## config.mk

```make
export PLATFORM = sky130hd
export DESIGN_NAME = trash_core
export DESIGN_NICKNAME = d
export VERILOG_FILES = /design/src/rtl/trash_core.sv
export SDC_FILE = /design/constraint.sdc
export NUM_CORES = 1
export LEC_CHECK = 0
export ABC_AREA = 1
export CAP_MARGIN = 10
export CORE_ASPECT_RATIO = 0.8
export CORE_MARGIN = 5
export CORE_UTILIZATION = 30
export CTS_CLUSTER_SIZE = 25
export DETAILED_ROUTE_END_ITERATION = 8
export HOLD_SLACK_MARGIN = 0.12
export PLACE_DENSITY = 0.56
export SLEW_MARGIN = 20
export SYNTH_ARGS = -nofsm -noshare
export SYNTH_HDL_FRONTEND = slang
export SYNTH_SLANG_ARGS = --single-unit
```

## constraint.sdc

```tcl
create_clock -name clk -period 6.49 [get_ports clk]
set_input_delay 0.649 -clock clk [delete_from_list [all_inputs] [get_ports clk]]
set_output_delay 0.649 -clock clk [all_outputs]
set_load 0.05 [all_outputs]
```

## src/rtl/trash_core.sv

```systemverilog
// trash_core: load-then-run 16-bit-instruction processor with program RAM,
// register file, data RAM, ALU, branches and a registered output port.
//
// state   | meaning
// S_LOAD  | programming: load_valid writes program[load_ptr]
// S_FETCH | ir <= program[pc]
// S_EXEC  | commit ir, advance or branch pc
// S_HALT  | stopped after HALT, waits for load_en
module trash_core #(
  parameter int DATA_W     = 8,
  parameter int REGS       = 4,
  parameter int PROG_DEPTH = 8,
  parameter int MEM_DEPTH  = 16
) (
  input  logic                          clk,
  input  logic                          reset,
  input  logic                          load_en,
  input  logic                          load_valid,
  input  logic [15:0]                   load_instr,
  output logic [DATA_W-1:0]             out_data,
  output logic                          out_valid,
  output logic                          halted,
  output logic [$clog2(PROG_DEPTH)-1:0] pc
);

  localparam int RW = $clog2(REGS);
  localparam int PW = $clog2(PROG_DEPTH);
  localparam int MW = $clog2(MEM_DEPTH);

  typedef enum logic [1:0] {S_LOAD, S_FETCH, S_EXEC, S_HALT} state_t;

  state_t            state, state_nxt;
  logic [15:0]       prog_mem [PROG_DEPTH];
  logic [DATA_W-1:0] data_mem [MEM_DEPTH];
  logic [DATA_W-1:0] regs     [REGS];
  logic [15:0]       ir;
  logic [PW-1:0]     load_ptr;

  logic [3:0]        op, sel;
  logic [7:0]        b;
  logic [RW-1:0]     ra, rx, ry;
  logic [DATA_W-1:0] x, y, va, alu_res;
  logic              commit;
  logic              reg_we, mem_we, jump, out_we;
  logic [RW-1:0]     reg_wa;
  logic [DATA_W-1:0] reg_wd;

  assign op     = ir[15:12];
  assign sel    = ir[11:8];
  assign b      = ir[7:0];
  assign ra     = ir[8 +: RW];
  assign rx     = ir[0 +: RW];
  assign ry     = ir[4 +: RW];
  assign x      = regs[rx];
  assign y      = regs[ry];
  assign va     = regs[ra];
  // Raising load_en during EXEC cancels the instruction in flight.
  assign commit = (state == S_EXEC) && !load_en;
  assign halted = (state == S_HALT);

  always_comb begin
    alu_res = '0;
    case (sel)
      4'h0: alu_res = x + y;
      4'h1: alu_res = x - y;
      4'h2: alu_res = x & y;
      4'h3: alu_res = x | y;
      4'h4: alu_res = x ^ y;
      4'h5: alu_res = ~x;
      4'h6: alu_res = x >> 1;
      4'h7: alu_res = x << 1;
      4'h8: alu_res = x + DATA_W'(1);
      4'h9: alu_res = x - DATA_W'(1);
      4'hA: alu_res = DATA_W'(x == y);
      4'hB: alu_res = DATA_W'(x < y);
      default: alu_res = '0;
    endcase
  end

  always_comb begin
    reg_we = 1'b0;
    reg_wa = ra;
    reg_wd = DATA_W'(b);
    mem_we = 1'b0;
    jump   = 1'b0;
    out_we = 1'b0;
    if (commit) begin
      case (op)
        4'h1: reg_we = 1'b1;
        4'h2: begin
          reg_we = 1'b1;
          reg_wa = rx;
          reg_wd = alu_res;
        end
        4'h3: mem_we = 1'b1;
        4'h4: begin
          reg_we = 1'b1;
          reg_wd = data_mem[b[MW-1:0]];
        end
        4'h5: jump   = 1'b1;
        4'h6: jump   = (va == '0);
        4'h7: out_we = 1'b1;
        default: ;
      endcase
    end
  end

  always_comb begin
    state_nxt = state;
    case (state)
      S_LOAD:  if (!load_en) state_nxt = S_FETCH;
      S_FETCH: state_nxt = load_en ? S_LOAD : S_EXEC;
      S_EXEC: begin
        if (load_en)         state_nxt = S_LOAD;
        else if (op == 4'hF) state_nxt = S_HALT;
        else                 state_nxt = S_FETCH;
      end
      S_HALT:  if (load_en) state_nxt = S_LOAD;
      default: state_nxt = S_LOAD;
    endcase
  end

  always_ff @(posedge clk) begin
    if (reset) state <= S_LOAD;
    else       state <= state_nxt;
  end

  always_ff @(posedge clk) begin
    if (reset) begin
      pc        <= '0;
      load_ptr  <= '0;
      out_data  <= '0;
      out_valid <= 1'b0;
      ir        <= '0;
      for (int i = 0; i < REGS; i++) regs[i] <= '0;
    end else begin
      out_valid <= out_we;
      case (state)
        S_LOAD: begin
          if (!load_en)        pc       <= '0;
          else if (load_valid) load_ptr <= load_ptr + PW'(1);
        end
        S_FETCH: if (!load_en) ir <= prog_mem[pc];
        default: ;
      endcase
      if (state != S_LOAD && load_en) load_ptr <= '0;
      if (commit) pc <= jump ? b[PW-1:0] : pc + PW'(1);
      if (reg_we) regs[reg_wa] <= reg_wd;
      if (out_we) out_data <= va;
    end
  end

  // Program and data RAM keep their contents across reset.
  always_ff @(posedge clk) begin
    if (!reset && state == S_LOAD && load_en && load_valid)
      prog_mem[load_ptr] <= load_instr;
    if (!reset && mem_we)
      data_mem[b[MW-1:0]] <= va;
  end

endmodule

```

**Yosys cells after proc, flatten, opt, wreduce, memory -nomap -nowiden**

Memory sizes are Yosys's and may differ from the RTL's. A register that Yosys moved wholly into a read port is not among the register bits.
Cells that the tools add are included.

- Equality and inequality tests: 26
- Muxes and demuxes: 35
- Bitwise logic cells: 5
- Reduce and logical (&&, ||, !) cells: 20
- Order comparisons: 1
- Add/subtract/negate cells: 6

Operators by type and width:

| kind | count |
|---|---|
| 8-bit case mux with 12 select lines | 1 |
| 4-bit by 3-bit equality test with 1-bit output (second input constant) | 8 |
| 4-bit equality test (second input constant) | 5 |
| 1-bit two-way mux | 17 |
| 4-bit by 2-bit equality test with 1-bit output (second input constant) | 4 |
| 2-bit two-way mux | 8 |
| 8-bit two-way mux | 2 |
| 8-bit case mux with 2 select lines | 1 |
| 3-bit two-way mux | 4 |
| 8-bit by 1-bit adder with 8-bit output (second input constant) | 1 |
| 8-bit adder | 1 |
| 8-bit bitwise AND | 1 |
| 4-bit by 1-bit equality test with 1-bit output (second input constant) | 2 |
| 8-bit equality test | 1 |
| 8-bit logical NOT | 1 |
| 8-bit less-than comparator | 1 |
| 8-bit inverter | 1 |
| 8-bit OR | 1 |
| 2-bit case mux with 4 select lines | 1 |
| 8-bit OR reduction | 1 |
| 8-bit by 1-bit subtractor with 8-bit output (second input constant) | 1 |
| 8-bit subtractor | 1 |
| 8-bit bitwise XOR | 1 |
| 3-bit by 1-bit adder with 3-bit output (second input constant) | 2 |
| 15 further kinds | 26 |

- Flip-flop bits (word level): 17
- Memory bits (writable): 288
- Logic and storage cells: 101
- Bits of input ports: 20
- Output and inout bits: 13
- Memories kept: 3

Memories:

| name | words | bits a word | read ports | clocked after Yosys merged registers in | write ports | RTL line | text |
|---|---|---|---|---|---|---|---|
| data_mem | 16 | 8 | 1 | 0 | 1 | 34 | `logic [DATA_W-1:0] data_mem [MEM_DEPTH];` |
| prog_mem | 8 | 16 | 1 | 1 | 1 | 33 | `logic [15:0] prog_mem [PROG_DEPTH];` |
| regs | 4 | 8 | 3 | 0 | 4 | 35 | `logic [DATA_W-1:0] regs [REGS];` |

**Depth between registers and ports, before layout**

Gate-level depths: netlist of run 1.

- Depth in word-level cells: 9
- Depth in mapped cells: 25
- Gate-level depth less buffers: 23

**Worst setup path before layout of run 1**

Ideal clock, no wire load.

- Path type: reg-to-reg
- Start: register ir[0] (read register of prog_mem)
- End: memory regs[1][6] (data pin)
- Data required time: 6.233 ns
- Slack: 3.404 ns
- Library setup time: 0.257 ns
- Data arrival time: 2.829 ns
- Path buffers: 2
- Cell stages (with the launch flop): 23
- Cells stage by stage: dfxtp_1 buf_2 nand2_1 inv_1 clkbuf_1 a21oi_1 nand2_1 inv_1 ha_1 fa_1 nor2_1 o21ai_0 a21oi_1 nor2_1 nor2_1 nor2_1 xor2_1 nand2_1 nand3_1 nand2_1 nand2_1 nand2_1 nor2_1

RTL lines:

| what | RTL line | text |
|---|---|---|
| from (decl) | 36 | `logic [15:0] ir;` |
| to (decl) | 35 |  |

==> results of run 1 <==
[worst max-delay path: cells and delay by family (launching register included)]
kind / cells / cell delay, ns
simple gates: 6 / 1.38
compound gates: 6 / 1.41
flops: 1 / 0.49
buf+inv: 3 / 0.43
fa+ha+maj: 1 / 0.32
[through the flow]
step,std cells,utilization
after global placement,1938,0.325
final,1993,0.345
after global routing,1993,0.345
after floorplan,1314,-
after detailed placement,1938,0.325
after CTS,1993,0.345
[final timing paths]
path / start / endpoint / slack, ns / cells past startpoint
hold / removal: out_data[7] / out_data[7] / 0.49 / 2
setup reg to reg: ir[0] / regs[1][0] / 2.18 / 16
hold reg to reg: out_data[7] / out_data[7] / 0.49 / 2
setup / recovery: ir[0] / regs[1][0] / 2.18 / 16
[cells in the final DEF, fill, tap and decap left out, types with 8 or more instances in the layout]
cell,netlist,routed
ha_1,34,34
nor2_1,138,137
dfxtp_1,33,31
buf_4,2,15
clkbuf_16,0,31
o221ai_1,32,32
o21ai_0,68,67
nand2_1,177,177
inv_2,11,11
mux2i_1,30,30
edfxtp_1,288,288
nand3_1,59,59
a21oi_1,91,91
nor2_2,7,8
nand4_1,9,9
a22oi_1,66,66
clkinv_2,1,9
o22ai_1,19,19
clkinv_1,3,8
inv_1,110,110
clkdlybuf4s50_1,0,32
[registers in the layout, indices dropped and copies added (netlist names), 2 cells and up]
register  count
data_mem    128
ir           16
load_ptr      3
prog_mem    128
out_data      8
pc            3
regs         32
state         2
[final cells by class]
cell class,instances,area share
Tap cell,629,0.0471
Sequential cell,321,0.557
Clock inverter,18,0.00861
Multi-Input combinational cell,814,0.284
Inverter,127,0.0289
Clock buffer,37,0.0478
Timing Repair Buffer,47,0.0259
[synth_stat cells (all sizes together), types with 2 or more instances]
library cell / count
fa: 2
clkbuf: 30
o31ai: 3
clkinv: 4
o211ai: 4
mux2i: 30
or2: 5
dfxtp: 33
a22oi: 66
a221oi: 4
buf: 22
edfxtp: 288
o21ai: 70
inv: 123
nand3: 62
xor2: 3
a211oi: 2
nor4: 11
o22ai: 19
nor3: 11
o32ai: 2
nor2: 150
o21a: 7
o221ai: 32
a21oi: 94
nand2: 184
nand4: 9
ha: 34
[power by group through the flow]
stage	clock network [mW]	logic (mW)	registers [mW]
after global routing	1.80	0.344	2.28
after CTS	1.71	0.306	2.28
final	1.68	0.309	2.28
after floorplan	0	0.201	2.32
after detailed placement	0	0.304	2.33
after global placement	0	0.300	2.33
[kinds of logic after synthesis]
family                     synth area share
and+or+nand+nor                       0.130
buffers and inverters                0.0491
adders and majority gates            0.0316
muxes                                0.0204
xor gates and xnor gates            0.00238
DFF                                   0.631
AOI/OAI and AO/OA                     0.135
[routing by layer]
layer	part of all wire	vias up	wire, µm
met5	0	-	0
met4	0.015	0	574
met3	0.069	43	2650
met2	0.43	330	16500
met1	0.49	5002	18600
li1	-	4840	-
==> metrics.md, run 1 <==
| Metric | Value |
|---|---|
| Area grow syn2layout | `13.3%` |
| Final setup violation count | `0` |
| Register area share after synthesis | `0.631` |
| Share of cells above drive strength 1 | `0.0850` |
| CTS Buf Count | `31` |
| Routed vias | `10200` |
| Max VDD drop | `0.218 mV` |
| Placed Area | `15800 µm²` |
| Pleak | `5.71 nW` |
| Worst Max-Slew Pin Slew | `between 1 and 1.5 ns` |
| Syn Nets | `1370` |
| Hold Crit Class | `reg -> reg` |
| Power Density | `256 nW/µm²` |
| Critical path data required time | `6.79 ns` |
| Crit Path Class | `reg -> reg` |
| F_max | `232 MHz` |
| Design Area, Final | `16700 µm²` |
| GP Congestion | `0.855` |
| Outcome | `finished, final reports clean` |
| Switch share | `0.224` |
| PnR worst setup slack | `around 2.2 ns` |
| CTS sink cnt | `321` |
| Register bit total from synthesis | `321` |
| Die ar. | `53700 µm²` |
| Clock network power share | `0.393` |
| Std-Cell Rows | `72` |
| Seq pwr share | `0.535` |
| DP Worst Slack | `2.30 ns` |
| Starting Density | `0.304` |
| Ys async rst share | `0` |
| Latest clock arrival within the worst-skew pair | `around 0.56 ns` |
| Post-DP HPWL | `roughly 25000 µm` |
| Largest fanout on the critical path | `36` |
| Synth area leaders | `edfxtp_1 59%, nand2_1 4.5%, dfxtp_1 4.5%` |
| Area taken by multi-input logic gates | `4750 µm²` |
| M1 GR Usage | `0.214` |
| Yosys top cell area share | `0.587` |
| Number of global-route vias before repair | `9873` |
| Port bufs | `32` |
| Fill count | `4815` |
| CP Launch Type | `flop` |
| N_diodes | `0` |
| Mapped Area | `14700 µm²` |
| Internal power | `around 3.3 mW` |
| Global-route wire length before repair | `59300 µm` |
| RSZ-0062 raised after global routing | `false` |
| Maximum capacitance violations | `0` |
| Die Y | `~210 µm` |
| CTS tree | `built` |
| Logic gate share of total power | `0.072` |
| Boundary pin count | `33` |
| Hold Slack | `0.494 ns` |
| Clk buf depth | `3` |
| Psw | `about 960 µW` |
| Wire per inst | `approximately 19 µm` |
| Total core area | `around 48000 µm²` |
| Final antenna-violating net count | `0` |
| CTS root buf | `clkbuf_16` |
| Mapped Avg Cell Area | `11.2 µm²` |
| CP max-delay cell | `nor2_4` |
| Initial antenna violation count | `0` |
| Top_reg_cell synth | `edfxtp_1` |
| Slew headroom | `0.276` |
| Total Power | `between 4 and 5 mW` |
| Overall routing resource usage | `0.138` |
| EDFF count, synth | `288` |
| First DRT Iteration DRCs | `998` |
| Area leader, netlist | `edfxtp_1` |
| # Post-CTS Setup Buffers | `0` |
| Post-CTS sizing | `0` |
| Grt met3 use | `0.0246` |
| Drc violations | `0` |
| M2 GR Usage | `0.203` |
| GRT overflow | `0` |
| Largest net degree at the start of global routing | `67` |
| Die Width | `258 µm` |
| Final Critical Period | `around 4.3 ns` |
| Post-Synthesis Cells | `about 1300` |
| Critical path capture point type | `flop` |
| Hold buffer count at cts | `0` |
| Fin Setup TNS | `0 ns` |
| CP Data Arrival Time | `roughly 4.6 ns` |
| Max Slew Vio Count | `0` |
| CP Cell Sequence | `inv_1 -> nor2_4 -> a22oi_1 -> o211ai_1 -> inv_1 -> ha_1 -> inv_1 -> o21ai_0 -> nand2_1 -> nand3_1 -> o2111ai_1 -> o41ai_1 -> o21ai_0 -> nand2_1 -> nand2_1 -> nor2_1` |
| Reg area | `9310 µm²` |
| Clock transition at path regs | `approximately 0.06 ns` |
| Final Hold Violating Endpoints | `0` |
| CTS H-tree depth | `1` |
| GRT busiest layer | `met1` |
| Synth cell types | `between 50 and 60` |
| Fin crit share | `0.665` |
| Crit path largest cell delay | `0.81 ns` |
| Vias/cell | `5.13` |
| Final #Nets | `approximately 1400` |
| Ys Warns | `0` |
| First-pass iteration count of the detailed router | `5` |
| Total Wirelength | `38300 µm` |
| Clock skew | `0.0128 ns` |
(Power assumes the default switching activity.)
==> run 2: changes to the inputs <==
--- a/config.mk
+++ b/config.mk
@@ -13,7 +13,7 @@
 export CTS_CLUSTER_SIZE = 25
 export DETAILED_ROUTE_END_ITERATION = 8
 export HOLD_SLACK_MARGIN = 0.12
-export PLACE_DENSITY = 0.56
+export PLACE_DENSITY = 0.58
 export SLEW_MARGIN = 20
 export SYNTH_ARGS = -nofsm -noshare
 export SYNTH_HDL_FRONTEND = slang
==> constraint.sdc (replaced) <==
create_clock -name clk -period 3.7 [get_ports clk]
set_input_delay 0.37 -clock clk [delete_from_list [all_inputs] [get_ports clk]]
set_output_delay 0.37 -clock clk [all_outputs]
set_load 0.05 [all_outputs]
==> run 2 against run 1 <==
Compared with the run above:
- first-iteration DRC count down 11%
- maximum frequency rose by 26%
- largest power group unchanged
- largest cell class unchanged
- critical endpoint is now regs[1][4]
- die area is the same
==> metrics.md, run 2 (synthesis results as in run 1) <==
| Metric | Value |
|---|---|
| Largest fanout on the critical path | `16 (was 36)` |
| Total core area | `48500 µm² (unchanged)` |
| RSZ-0062 raised after global routing | `false (unchanged)` |
| CP Data Arrival Time | `3.75 ns (was 4.62 ns)` |
| Pleak | `5.92 nW (was 5.71 nW)` |
| Die Y | `208 µm (unchanged)` |
| Port bufs | `32 (unchanged)` |
| Worst Max-Slew Pin Slew | `0.762 ns (was 1.08 ns)` |
| Initial antenna violation count | `0 (unchanged)` |
| Die Width | `258 µm (unchanged)` |
| RR Startpoint | `ir[4] (was ir[0])` |
| Critical path data required time | `4.01 ns (was 6.79 ns)` |
| Routed vias | `10300 (was 10200)` |
| Number of global-route vias before repair | `10200 (was 9873)` |
| Hold Slack | `0.509 ns (was 0.494 ns)` |
| CTS H-tree depth | `1 (unchanged)` |
| Hold Crit Class | `reg -> reg (unchanged)` |
| DP Worst Slack | `0.258 ns (was 2.30 ns)` |
| Maximum capacitance violations | `0 (unchanged)` |
| Final Hold Violating Endpoints | `0 (unchanged)` |
| Final Critical Period | `3.44 ns (was 4.31 ns)` |
| Total Wirelength | `38600 µm (was 38300 µm)` |
| CP max-delay cell | `fa_1 (was nor2_4)` |
| Latest clock arrival within the worst-skew pair | `0.55 ns (was 0.56 ns)` |
| Die ar. | `53700 µm² (unchanged)` |
| Crit Path Class | `reg -> reg (unchanged)` |
| First DRT Iteration DRCs | `893 (was 998)` |
| Fin Setup TNS | `0 ns (unchanged)` |
| Max Slew Vio Count | `0 (unchanged)` |
| CTS tree | `built (unchanged)` |
| Boundary pin count | `33 (unchanged)` |
| Global-route wire length before repair | `60400 µm (was 59300 µm)` |
| Final setup violation count | `0 (unchanged)` |
| Outcome | `finished, final reports clean (unchanged)` |
| CP Launch Type | `flop (unchanged)` |
| PnR worst setup slack | `0.264 ns (was 2.18 ns)` |
| N_diodes | `0 (unchanged)` |
| Max VDD drop | `0.414 mV (was 0.218 mV)` |
| Drc violations | `0 (unchanged)` |
| Crit path largest cell delay | `0.44 ns (was 0.81 ns)` |
| Final antenna-violating net count | `0 (unchanged)` |
| Commonest cells after routing, fill and taps aside | `288 x edfxtp_1, 176 x nand2_1, 137 x nor2_1 (was 288 x edfxtp_1, 177 x nand2_1, 137 x nor2_1)` |
| CP Cell Sequence | `inv_4 -> nand2_1 -> nand3_1 -> nand2_2 -> ha_1 -> o21ai_0 -> inv_1 -> fa_1 -> nor2_1 -> o21a_1 -> o21ai_0 -> nand2_1 -> o21ai_0 -> nor3_1 -> nand3_1 -> nand2_1 -> nand2_1 -> nand2_1 -> nor2_1 (was inv_1 -> nor2_4 -> a22oi_1 -> o211ai_1 -> inv_1 -> ha_1 -> inv_1 -> o21ai_0 -> nand2_1 -> nand3_1 -> o2111ai_1 -> o41ai_1 -> o21ai_0 -> nand2_1 -> nand2_1 -> nor2_1)` |
| Final #Nets | `1437 (was 1398)` |
| Power Density | `445 nW/µm² (was 256 nW/µm²)` |
| Clock transition at path regs | `0.07 ns (was 0.06 ns)` |
| Starting Density | `0.304 (unchanged)` |
| CTS Buf Count | `31 (unchanged)` |
| Largest net degree at the start of global routing | `67 (unchanged)` |
| GP Congestion | `0.956 (was 0.855)` |
| Final Util | `0.351 (was 0.345)` |
| Vias/cell | `5.07 (was 5.13)` |
| Clock skew | `0.0141 ns (was 0.0128 ns)` |
| Std-Cell Rows | `72 (unchanged)` |
| Overall routing resource usage | `0.140 (was 0.138)` |
| Critical Path Source | `ir[4] (was ir[0])` |
| Commonest non-fill, non-tap cell in the layout | `edfxtp_1 (unchanged)` |
| Wire per inst | `19.0 µm (was 19.2 µm)` |
| Clk buf depth | `3 (unchanged)` |
| GRT overflow | `0 (unchanged)` |
| CTS sink cnt | `321 (unchanged)` |
| Hold Crit Start | `ir[5] (was out_data[7])` |
| Share of cells above drive strength 1 | `0.111 (was 0.0850)` |
| F_max | `291 MHz (was 232 MHz)` |
| Critical path capture point type | `flop (unchanged)` |
| Post-DP HPWL | `26200 µm (was 25100 µm)` |
| First-pass iteration count of the detailed router | `6 (was 5)` |
| Most frequent CP cell | `nand2_1` |
| Slew headroom | `0.490 (was 0.276)` |
| CTS root buf | `clkbuf_16 (unchanged)` |
| Fin crit share | `0.929 (was 0.665)` |
| Area grow syn2layout | `15.5% (was 13.3%)` |
-- run 2: area by class of cell --
cell class | count | area [µm²]
fill | 4768 | 31400
sequential | 321 | 9310
multi-input combinational | 814 | 4750
clock buffer | 47 | 906
tap | 629 | 787
timing repair buffer | 86 | 729
inverter | 127 | 483
clock inverter | 7 | 60.1
-- run 2: power by group --
group | switching [mW] | total, mW | internal [mW] | leakage (nW)
clock network | 1.26 | 3.00 | 1.74 | 0.474
logic | 0.387 | 0.567 | 0.180 | 2.53
registers | 0.0272 | 4.00 | 3.98 | 2.91
total | 1.68 | 7.57 | 5.90 | 5.92
-- run 2: worst paths after layout --
kind / end / slack, ns / cells after the start
setup / recovery: regs[1][4] / 0.26 / 19
setup reg to reg: regs[1][4] / 0.26 / 19
hold / removal: ir[5] / 0.51 / 2
hold reg to reg: ir[5] / 0.51 / 2
-- run 2: stage by stage --
stage,instance area [µm²],std cells,total power [mW]
global placement,16100,1977,4.64
CTS,17000,2031,7.63
global route,17000,2031,7.86
finish,17000,2031,7.57
detailed placement,16100,1977,4.64
floorplan,14700,1314,4.42
-- run 2: timing repair --
item                                    4_1_cts  5_1_grt
endpoints found under the setup margin        0       13
setup buffers                                 0        0
gates resized for setup                       0        3
hold endpoints to repair                      0        0
hold buffers                                  0        0
-- run 2: critical path, delay by kind of cell (launching register included) --
kind            cells  cell delay, ns
compound gates      4            0.65
fa+ha+maj           2            0.74
buf+inv             2            0.24
flops               1            0.36
simple gates       11            1.21
-- run 2: layer usage --
metal,part of all wire,vias up,global-route usage
met5,0,-,0
met4,0.016,0,0.0300
met3,0.069,50,0.0236
met2,0.44,339,0.213
met1,0.48,5013,0.212
li1,-,4901,-
==> run 3: changes to the inputs <==
--- a/config.mk
+++ b/config.mk
@@ -14,6 +14,7 @@
 export DETAILED_ROUTE_END_ITERATION = 8
 export HOLD_SLACK_MARGIN = 0.12
 export PLACE_DENSITY = 0.58
+export RECOVER_POWER = 25
 export SLEW_MARGIN = 20
 export SYNTH_ARGS = -nofsm -noshare
 export SYNTH_HDL_FRONTEND = slang
==> run 3 against run 2 <==
Compared with the run above:
- non-clock buffer count stayed put
- combinational power is 1% lower
- first-iteration DRC count is 9.7% higher
- final area is 0.13% lower
- sequential share of layout area is 0.072 points higher
- sequential power hardly changed
- global-route usage stayed put
==> metrics.md, run 3 (synthesis results as in run 1) <==
| Metric | Value |
|---|---|
| Outcome | `finished, final reports clean (unchanged)` |
| GP Congestion | `0.956 (unchanged)` |
| Std-Cell Rows | `72 (unchanged)` |
| Routed vias | `10400 (was 10300)` |
| Wire per inst | `19.0 µm (about the same)` |
| Fin Setup TNS | `0 ns (unchanged)` |
| Fin crit share | `0.931 (was 0.929)` |
| First DRT Iteration DRCs | `980 (was 893)` |
| N_diodes | `0 (unchanged)` |
| Clock network power share | `0.397 (was 0.396)` |
| Hold Crit Class | `reg -> reg (unchanged)` |
| Final setup violation count | `0 (unchanged)` |
| Vias/cell | `5.12 (was 5.07)` |
| Critical path capture point type | `flop (unchanged)` |
| Starting Density | `0.304 (unchanged)` |
| Critical path data required time | `4.01 ns (about the same)` |
| Logic gate share of total power | `0.074 (was 0.075)` |
| Total Power | `7.57 mW (about the same)` |
| Final Hold Violating Endpoints | `0 (unchanged)` |
| Largest fanout on the critical path | `16 (unchanged)` |
| # Post-CTS Setup Buffers | `0 (unchanged)` |
| Boundary pin count | `33 (unchanged)` |
| Post-CTS sizing | `0 (unchanged)` |
| Area taken by multi-input logic gates | `4740 µm² (was 4750 µm²)` |
| Clock transition at path regs | `0.07 ns (about the same)` |
| Power Density | `445 nW/µm² (about the same)` |
| Top delay family on crit path | `simple AND/OR/NAND/NOR gates (unchanged)` |
| CTS Buf Count | `31 (unchanged)` |
| Metal-1 WL | `18100 µm (was 18300 µm)` |
| RSZ-0062 raised after global routing | `false (unchanged)` |
| CTS sink cnt | `321 (unchanged)` |
| CP Cell Sequence | `inv_4 -> nand2_1 -> nand3_1 -> nand2_2 -> ha_1 -> o21ai_0 -> inv_1 -> fa_1 -> nor2_1 -> o21a_1 -> o21ai_0 -> nand2_1 -> o21ai_0 -> nor3_1 -> nand3_1 -> nand2_1 -> nand2_1 -> nand2_1 -> nor2_1 (unchanged)` |
| Seq pwr share | `0.529 (about the same)` |
| Worst Max-Slew Pin Slew | `1.25 ns (was 0.762 ns)` |
| F_max | `290 MHz (was 291 MHz)` |
| Share of cells above drive strength 1 | `0.108 (was 0.111)` |
| CP Launch Type | `flop (unchanged)` |
| Hold buffer count at cts | `0 (unchanged)` |
| Post-DP HPWL | `26200 µm (unchanged)` |
| Clk buf depth | `3 (unchanged)` |
| Final Util | `0.351 (about the same)` |
| Top layer in use | `met4 (unchanged)` |
| Critical path buffer and inverter count | `2 (unchanged)` |
| Die ar. | `53700 µm² (unchanged)` |
| Overall routing resource usage | `0.140 (unchanged)` |
| Largest net degree at the start of global routing | `67 (unchanged)` |
| Latest clock arrival within the worst-skew pair | `0.55 ns (about the same)` |
| Final antenna-violating net count | `0 (unchanged)` |
| First-pass iteration count of the detailed router | `5 (was 6)` |
| Fill count | `4775 (was 4768)` |
| Total Wirelength | `38600 µm (about the same)` |
| Global-route wire length before repair | `60400 µm (unchanged)` |
| Total core area | `48500 µm² (unchanged)` |
| Max Slew Vio Count | `0 (unchanged)` |
| Reg area | `9310 µm² (unchanged)` |
| CP Data Arrival Time | `3.76 ns (was 3.75 ns)` |
| Final Critical Period | `3.45 ns (was 3.44 ns)` |
| CTS H-tree depth | `1 (unchanged)` |
| Max VDD drop | `0.415 mV (was 0.414 mV)` |
| Slew headroom | `0.170 (was 0.490)` |
| Die Width | `258 µm (unchanged)` |
| Maximum capacitance violations | `0 (unchanged)` |
| Commonest cells after routing, fill and taps aside | `288 x edfxtp_1, 176 x nand2_1, 137 x nor2_1 (unchanged)` |
| Commonest non-fill, non-tap cell in the layout | `edfxtp_1 (unchanged)` |
| Switch share | `0.222 (was 0.221)` |
| Die Y | `208 µm (unchanged)` |
| Internal power | `5.89 mW (was 5.90 mW)` |
| Crit path largest cell delay | `0.44 ns (about the same)` |
| Clock skew | `0.0151 ns (was 0.0141 ns)` |
| Initial antenna violation count | `1 (was 0)` |
| DR WL met2 | `16900 µm (was 17000 µm)` |
| Port bufs | `32 (unchanged)` |
| CP max-delay cell | `fa_1 (unchanged)` |
| GRT overflow | `0 (unchanged)` |
| Number of global-route vias before repair | `10200 (unchanged)` |
| Pleak | `5.91 nW (was 5.92 nW)` |
| Area grow syn2layout | `15.4% (was 15.5%)` |
| Psw | `1.68 mW (about the same)` |
| Drc violations | `0 (unchanged)` |
| Crit Path Class | `reg -> reg (unchanged)` |
| DR WL met3 | `2950 µm (was 2660 µm)` |
| CTS root buf | `clkbuf_16 (unchanged)` |
| Final #Nets | `1437 (unchanged)` |
| CTS tree | `built (unchanged)` |
| Most frequent CP cell | `nand2_1 (unchanged)` |
run 3: cell types whose count changed in the layout (fill, tap and decap cells not counted), sizes merged:
cell	before	now
dlygate4sd3	0	17
clkdlybuf4s50	32	15
buf	54	51
clkbuf	47	50
run 3: worst paths after layout:
kind | cells after the start | start | slack, ns | end
min reg2reg | 2 | ir[6] | 0.51 | ir[6]
max | 19 | ir[4] | 0.25 | regs[1][4]
min | 2 | ir[6] | 0.51 | ir[6]
max reg2reg | 19 | ir[4] | 0.25 | regs[1][4]
run 3: layout make-up:
type,count,share of cell area
Sequential cell,321,0.548
Multi-Input combinational cell,814,0.279
Clock buffer,47,0.0533
Tap cell,629,0.0463
Timing Repair Buffer,86,0.0422
Inverter,127,0.0284
Clock inverter,7,0.00353
run 3: power groups by stage:
| stage | Combinational [mW] | Sequential (mW) | Clock, mW |
|---|---|---|---|
| detailed placement | 0.557 | 4.08 | 0 |
| finish | 0.561 | 4.00 | 3.01 |
| floorplan | 0.352 | 4.07 | 0 |
| CTS | 0.560 | 4.00 | 3.07 |
| global route | 0.621 | 4.01 | 3.22 |
| global placement | 0.555 | 4.08 | 0 |
run 3: worst reg2reg max path, cell delays in order (launching register included):
cell	delay [ns]
dfxtp_2	0.36
inv_4	0.14
nand2_1	0.08
nand3_1	0.09
nand2_2	0.11
ha_1	0.30
o21ai_0	0.28
inv_1	0.10
fa_1	0.44
nor2_1	0.16
o21a_1	0.16
o21ai_0	0.11
nand2_1	0.08
o21ai_0	0.08
nor3_1	0.19
nand3_1	0.18
nand2_1	0.11
nand2_1	0.10
nand2_1	0.10
nor2_1	0.05
run 3: metal layers:
metal,global-route usage,vias to the layer above
met5,0,-
met3,0.0236,57
met1,0.212,5037
met2,0.213,408
met4,0.0300,0
li1,-,4898
run 3: metrics by stage:
stage / cell area, µm² / worst slack, ns / hold WS, ns / std cells
after floorplan: 14700 / 0.614 / 0.441 / 1314
after global placement: 16100 / 0.232 / 0.485 / 1977
after detailed placement: 16100 / 0.258 / 0.495 / 1977
after CTS: 17000 / 0.238 / 0.507 / 2031
after global routing: 17000 / 0.00682 / 0.520 / 2031
final: 17000 / 0.254 / 0.509 / 2031
==> edit 1 (config.mk and constraints of run 3) <==
The parameter `PROG_DEPTH` goes from 8 to 16.
--- a/src/rtl/trash_core.sv
+++ b/src/rtl/trash_core.sv
@@ -9,7 +9,7 @@
 module trash_core #(
   parameter int DATA_W     = 8,
   parameter int REGS       = 4,
-  parameter int PROG_DEPTH = 8,
+  parameter int PROG_DEPTH = 16,
   parameter int MEM_DEPTH  = 16
 ) (
   input  logic                          clk,
Ports: changed (resized pc); port bits go from 33 to 34. The function was not compared with the original's and may differ.
==> edit 1 against run 3 <==
Sequential cell count up 130. Synthesized area grew 37%. Final area increased by 37%. Maximum frequency up 1.4%. Wire length grew 43%. Power is 43% higher. Setup slack better by 48 ps. Global-route usage up 0.72 points. Utilization fell by 0.38 points. Critical path type unchanged. Largest cell class unchanged. Largest power group unchanged.
==> edit 1: results (changes against run 3) <==
[power]
vdd_drop_max_mv = 0.392  ; -5.6%
p_switching_mw = 2.54  ; +51%
leakage_nw = 8.18  ; +38%

[yosys]
seq_area_frac_synth_pct = 65.3  ; +2.2 points
synthTopCellsByCount = edfxtp_1 (416), inv_1 (207), o21ai_0 (201)
synth_xor_area_share_pct = 0.130  ; -0.11 points
synthAdderAreaFrac_pct = 2.49  ; -0.67 points
synthCells = 1775  ; +35%
synth_compound_area_share_pct = 14.6  ; +1.1 points
synthMuxAreaShare_pct = 3.17  ; +1.1 points
synthTopCellsByArea = edfxtp_1 (62%), o21ai_0 (5.0%), a21oi_1 (4.5%)

[route]
wl_per_cell_um = 19.9  ; +5.0%
wl_met2_mm = 22.8  ; +35%
first_pass_iters = 8  ; +3
wl_met3_mm = 4.78  ; +62%
routed_wl_mm = 55.0  ; +43%
first_iter_violations = 1334  ; +36%

[worst_setup_path]
cp.arrival_ps = 3690  ; -70 ps
rr_startpoint = ir[1]$_SDFFE_PP0P_
r2r_slack_ps = 300  ; +50 ps
worst-path-max-fanout = 7  ; -9

[hold_path]
hp-start = load_ptr[3]$_SDFFE_PP0P_
holdPathEnd = load_ptr[3]$_SDFFE_PP0P_

[grt]
grt_pass1_vias = 13100  ; +28%
grt_antenna_before_repair = 4  ; +3
track_usage_pct = 14.7  ; +0.72 points

[clocking]
cts-buffers-inserted = 43  ; +39%

[place]
dpl.hpwl_mm = 36.6  ; +40%
place_inst = 2677  ; +35%
gp_congestion = 0.915  ; -4.2%

[outcome]
outcome = complete, no violations

[die]
fp.dieArea_sq_mm = 0.0727  ; +35%

[sta]
whs_ps = 540  ; +31.1 ps
finClkSkew_ps = 28.0  ; +12.9 ps

[finish]
nets = 1911  ; +33%

-- edit 1: kinds of logic after synthesis --
family / count (synthesis)
AO/OA/AOI/OAI: 532
flip-flops: 451
AND/OR/NAND/NOR: 385
buffers and inverters: 301
multiplexers: 64
adder cells (fa/ha/maj): 39
XOR/XNOR: 3
-- edit 1: worst max-delay path by stage --
stage,startpoint,end,cells after the start
finish,ir[1]$_SDFFE_PP0P_,regs[2][6]$_SDFFCE_PN0P_,19
global route,ir[1]$_SDFFE_PP0P_,regs[0][6]$_SDFFCE_PN0P_,19
CTS,ir[4]$_SDFFE_PP0P_,regs[0][6]$_SDFFCE_PN0P_,23
detailed placement,ir[4]$_SDFFE_PP0P_,regs[2][4]$_SDFFCE_PN0P_,20
global placement,ir[4]$_SDFFE_PP0P_,regs[3][6]$_DFFE_PP_,23
floorplan,ir[0]$_SDFFE_PP0P_,regs[0][6]$_SDFFCE_PN0P_,20
-- edit 1: per-layer routing --
layer  GRT usage (%)  vias to the layer above
li1                -                     6506
met1            23.2                     6684
met2            20.8                      509
met3            3.51                       57
met4            2.39                        0
met5               0                        -
-- edit 1: area by class of cell --
| class | instances | area (sq um) |
|---|---|---|
| Sequential cell | 451 | 13200 |
| Clock inverter | 21 | 186 |
| Tap cell | 870 | 1090 |
| Antenna cell | 2 | 5.00 |
| Fill cell | 6620 | 43700 |
| Timing Repair Buffer | 108 | 918 |
| Inverter | 225 | 848 |
| Multi-Input combinational cell | 1023 | 5820 |
| Clock buffer | 59 | 1200 |
-- edit 1: repair_timing --
item / 4_1_cts / 5_1_grt
resized for setup: 0 / 5
buffers inserted: 0 / 0
setup endpoints to repair: 0 / 12
-- edit 1: per-stage QoR --
step	cell area [sq um]	worst slack [ps]	util, %
after floorplan	20200	667	-
after global placement	21900	322	32.6
after detailed placement	21900	282	32.6
after CTS	23200	245	34.7
after global routing	23300	2.88	34.7
final	23300	303	34.7
-- edit 1: power groups by stage --
stage	sequential (mW)	clock, mW	combinational (mW)
6_report	5.64	4.36	0.824
5_1_grt	5.64	4.68	0.920
4_1_cts	5.64	4.45	0.821
3_5_place_dp	5.75	0	0.817
3_3_place_gp	5.75	0	0.809
2_1_floorplan	5.73	0	0.512
-- edit 1: critical path, cell delays in order (launching register included) --
cell and delay, ps:
dfxtp_1 370, inv_4 140, nand2_4 100, o22ai_1 170
a21oi_1 60, nand2_1 120, inv_1 120, ha_1 250
fa_1 460, nor3_1 260, o21ai_0 160, nand2_1 90
a21oi_1 70, or2_2 270, nand3_1 100, nand3_1 110
nand2_1 80, nand2_1 50, nand2_1 110, nor2_1 60
==> edit 2 (flow settings as in run 3) <==
Made on the original files. Reset style: asynchronous (`reset`), changed in 2 clocked blocks.
--- a/src/rtl/trash_core.sv
+++ b/src/rtl/trash_core.sv
@@ -120,12 +120,12 @@
     endcase
   end
 
-  always_ff @(posedge clk) begin
+  always_ff @(posedge clk or posedge reset) begin
     if (reset) state <= S_LOAD;
     else       state <= state_nxt;
   end
 
-  always_ff @(posedge clk) begin
+  always_ff @(posedge clk or posedge reset) begin
     if (reset) begin
       pc        <= '0;
       load_ptr  <= '0;
Check against the original RTL: differs if reset is asserted again (counterexample within 4 cycles, from zero or initial values and one cycle with reset high); with reset held inactive, the same outputs for 4 cycles.
==> edit 2 against run 3 <==
Utilization is essentially flat. Die area is essentially flat. Wire length rose by 3.5%. First-iteration DRC count increased by 22%. Setup slack got worse by 11 ps. Final area is essentially flat. Hold slack worse by 150 ps. Sequential cell count unchanged. Synthesized area is essentially flat. Largest cell class unchanged.
Power is not compared: it rests on default switching activity, and its combinational part moved more than twofold at a synthesized area within 25%.
==> edit 2: results (changes against run 3) <==
[place]
dp_slack_ps = 239  ; -18.8 ps
dpl.hpwl_mm = 26.7  ; +1.8%
place_inst = 2023  ; +2.3%
gp_congestion = 0.981  ; +2.7%

[route]
wl_per_cell_um = 19.2  ; +1.1%
vias_per_cell = 5.11  ; -0.24%
first_iter_violations = 1197  ; +22%
dr_total_vias = 10600  ; +2.1%

[yosys]
async_reset_ff_share_pct = 20.2  ; +20 points
synthCells = 1358  ; +3.3%
synthTopCellsByCount = edfxtp_1 (256), nand2_1 (236), nor2_1 (135)
synthTopCellsByArea = edfxtp_1 (52%), dfrtp_1 (11%), nand2_1 (6.0%)
synth_edf_count = 256  ; -11%
synthMuxAreaShare_pct = 0  ; -2.0 points
synth_xor_area_share_pct = 0.416  ; +0.18 points
synth_cell_type_count = 47  ; -16%
seq_area_frac_synth_pct = 63.1  ; about the same
synthAdderAreaFrac_pct = 3.16  ; about the same
synth_compound_area_share_pct = 14.3  ; +0.78 points

[clocking]
cts-buffers-inserted = 30  ; -3.2%
clock_latency_ps = 570  ; +20 ps

[outcome]
outcome = complete, no violations

[worst_setup_path]
crit_path_top_delay_cell = dfrtp_2
worst-path-max-fanout = 14  ; -2
critPathMaxStageDelay_ps = 470  ; +30 ps
cp.arrival_ps = 3910  ; +150 ps

[grt]
grt_max_degree = 61  ; -9.0%
grt_antenna_before_repair = 2  ; +1
track_usage_pct = 14.5  ; +0.44 points

[finish]
drive_above_1_share_pct = 11.2  ; +0.47 points

[hold_path]
hold_class = in2async

[sta]
worst_pin_slew_ps = 1460  ; +214 ps

==> edit 2: cell count changes in the layout (fill, tap and decap cells not counted), sizes merged, moves of 7 or more <==
cell    before  now
a21oi       94   68
o211ai       4   11
mux2i       30    0
clkbuf      50   41
dfrtp        0   65
nand2      184  247
nand3       62   48
edfxtp     288  256
o21ai       70  112
a22oi       66   73
o22ai       19   29
dfxtp       33    0
==> edit 2: logic make-up after synthesis <==
logic type | Yosys count
AND/OR/NAND/NOR | 482
AO/OA/AOI/OAI | 336
flip-flops | 321
buffers and inverters | 176
adder cells (fa/ha/maj) | 36
XOR/XNOR | 7
==> edit 2: metrics by stage <==
step                hold WS, ps  utilization, %
floorplan                   433               -
global placement            463            33.1
detailed placement          467            33.1
CTS                         192            35.1
global route                365            35.1
finish                      356            35.1
==> edit 2: power breakdown <==
| group | total [mW] | switching [mW] | internal [mW] |
|---|---|---|---|
| registers | 4.49 | 0.197 | 4.30 |
| clock network | 3.01 | 1.30 | 1.71 |
| logic | 3.70 | 2.53 | 1.16 |
==> edit 2: path summary, 6_finish.rpt <==
check | startpoint | to | slack (ps) | cells past startpoint
max in group asynchronous | reset | ir[4]$_DFFE_PP0P_ | 1520 | 3
worst min-delay path | reset | out_data[7]$_DFFE_PP0P_ | 360 | 2
worst max register to register | ir[4]$_DFFE_PP0P_ | regs[22]$_DFFE_PP0P_ | 240 | 21
worst max-delay path | ir[4]$_DFFE_PP0P_ | regs[22]$_DFFE_PP0P_ | 240 | 21
min in group clk | out_data[2]$_DFFE_PP0P_ | out_data[2]$_DFFE_PP0P_ | 480 | 2
worst min register to register | out_data[2]$_DFFE_PP0P_ | out_data[2]$_DFFE_PP0P_ | 480 | 2
==> edit 2: metal layers <==
| metal | share of wire [%] | vias to the layer above | GRT usage (%) |
|---|---|---|---|
| li1 | - | 4988 | - |
| met1 | 46 | 5179 | 21.6 |
| met2 | 44 | 397 | 22.3 |
| met3 | 7.7 | 52 | 2.70 |
| met4 | 1.6 | 4 | 2.56 |
| met5 | 0.068 | - | 0 |
==> edit 2: worst register-to-register path, stage by stage (launching register included) <==
cell	delay, ps
dfrtp_2	470
buf_4	220
nand2_1	80
nand3_1	100
nand2_2	180
nand3_2	130
xor2_1	160
nand2_1	70
nand2_1	60
ha_1	340
inv_1	100
o21ai_0	90
a31oi_1	290
nor2_1	80
o21ai_0	170
nand2_1	100
o21ai_0	260
nand3_1	120
nand2_1	100
nand2_1	110
nand2_1	80
nand2_1	50
==> edit 2: final cells by class <==
cell class,instances,area share [%]
sequential,321,54.8
multi-input combinational,861,27.9
clock buffer,40,4.88
tap,629,4.63
timing repair buffer,87,4.32
inverter,125,2.78
clock inverter,16,0.743
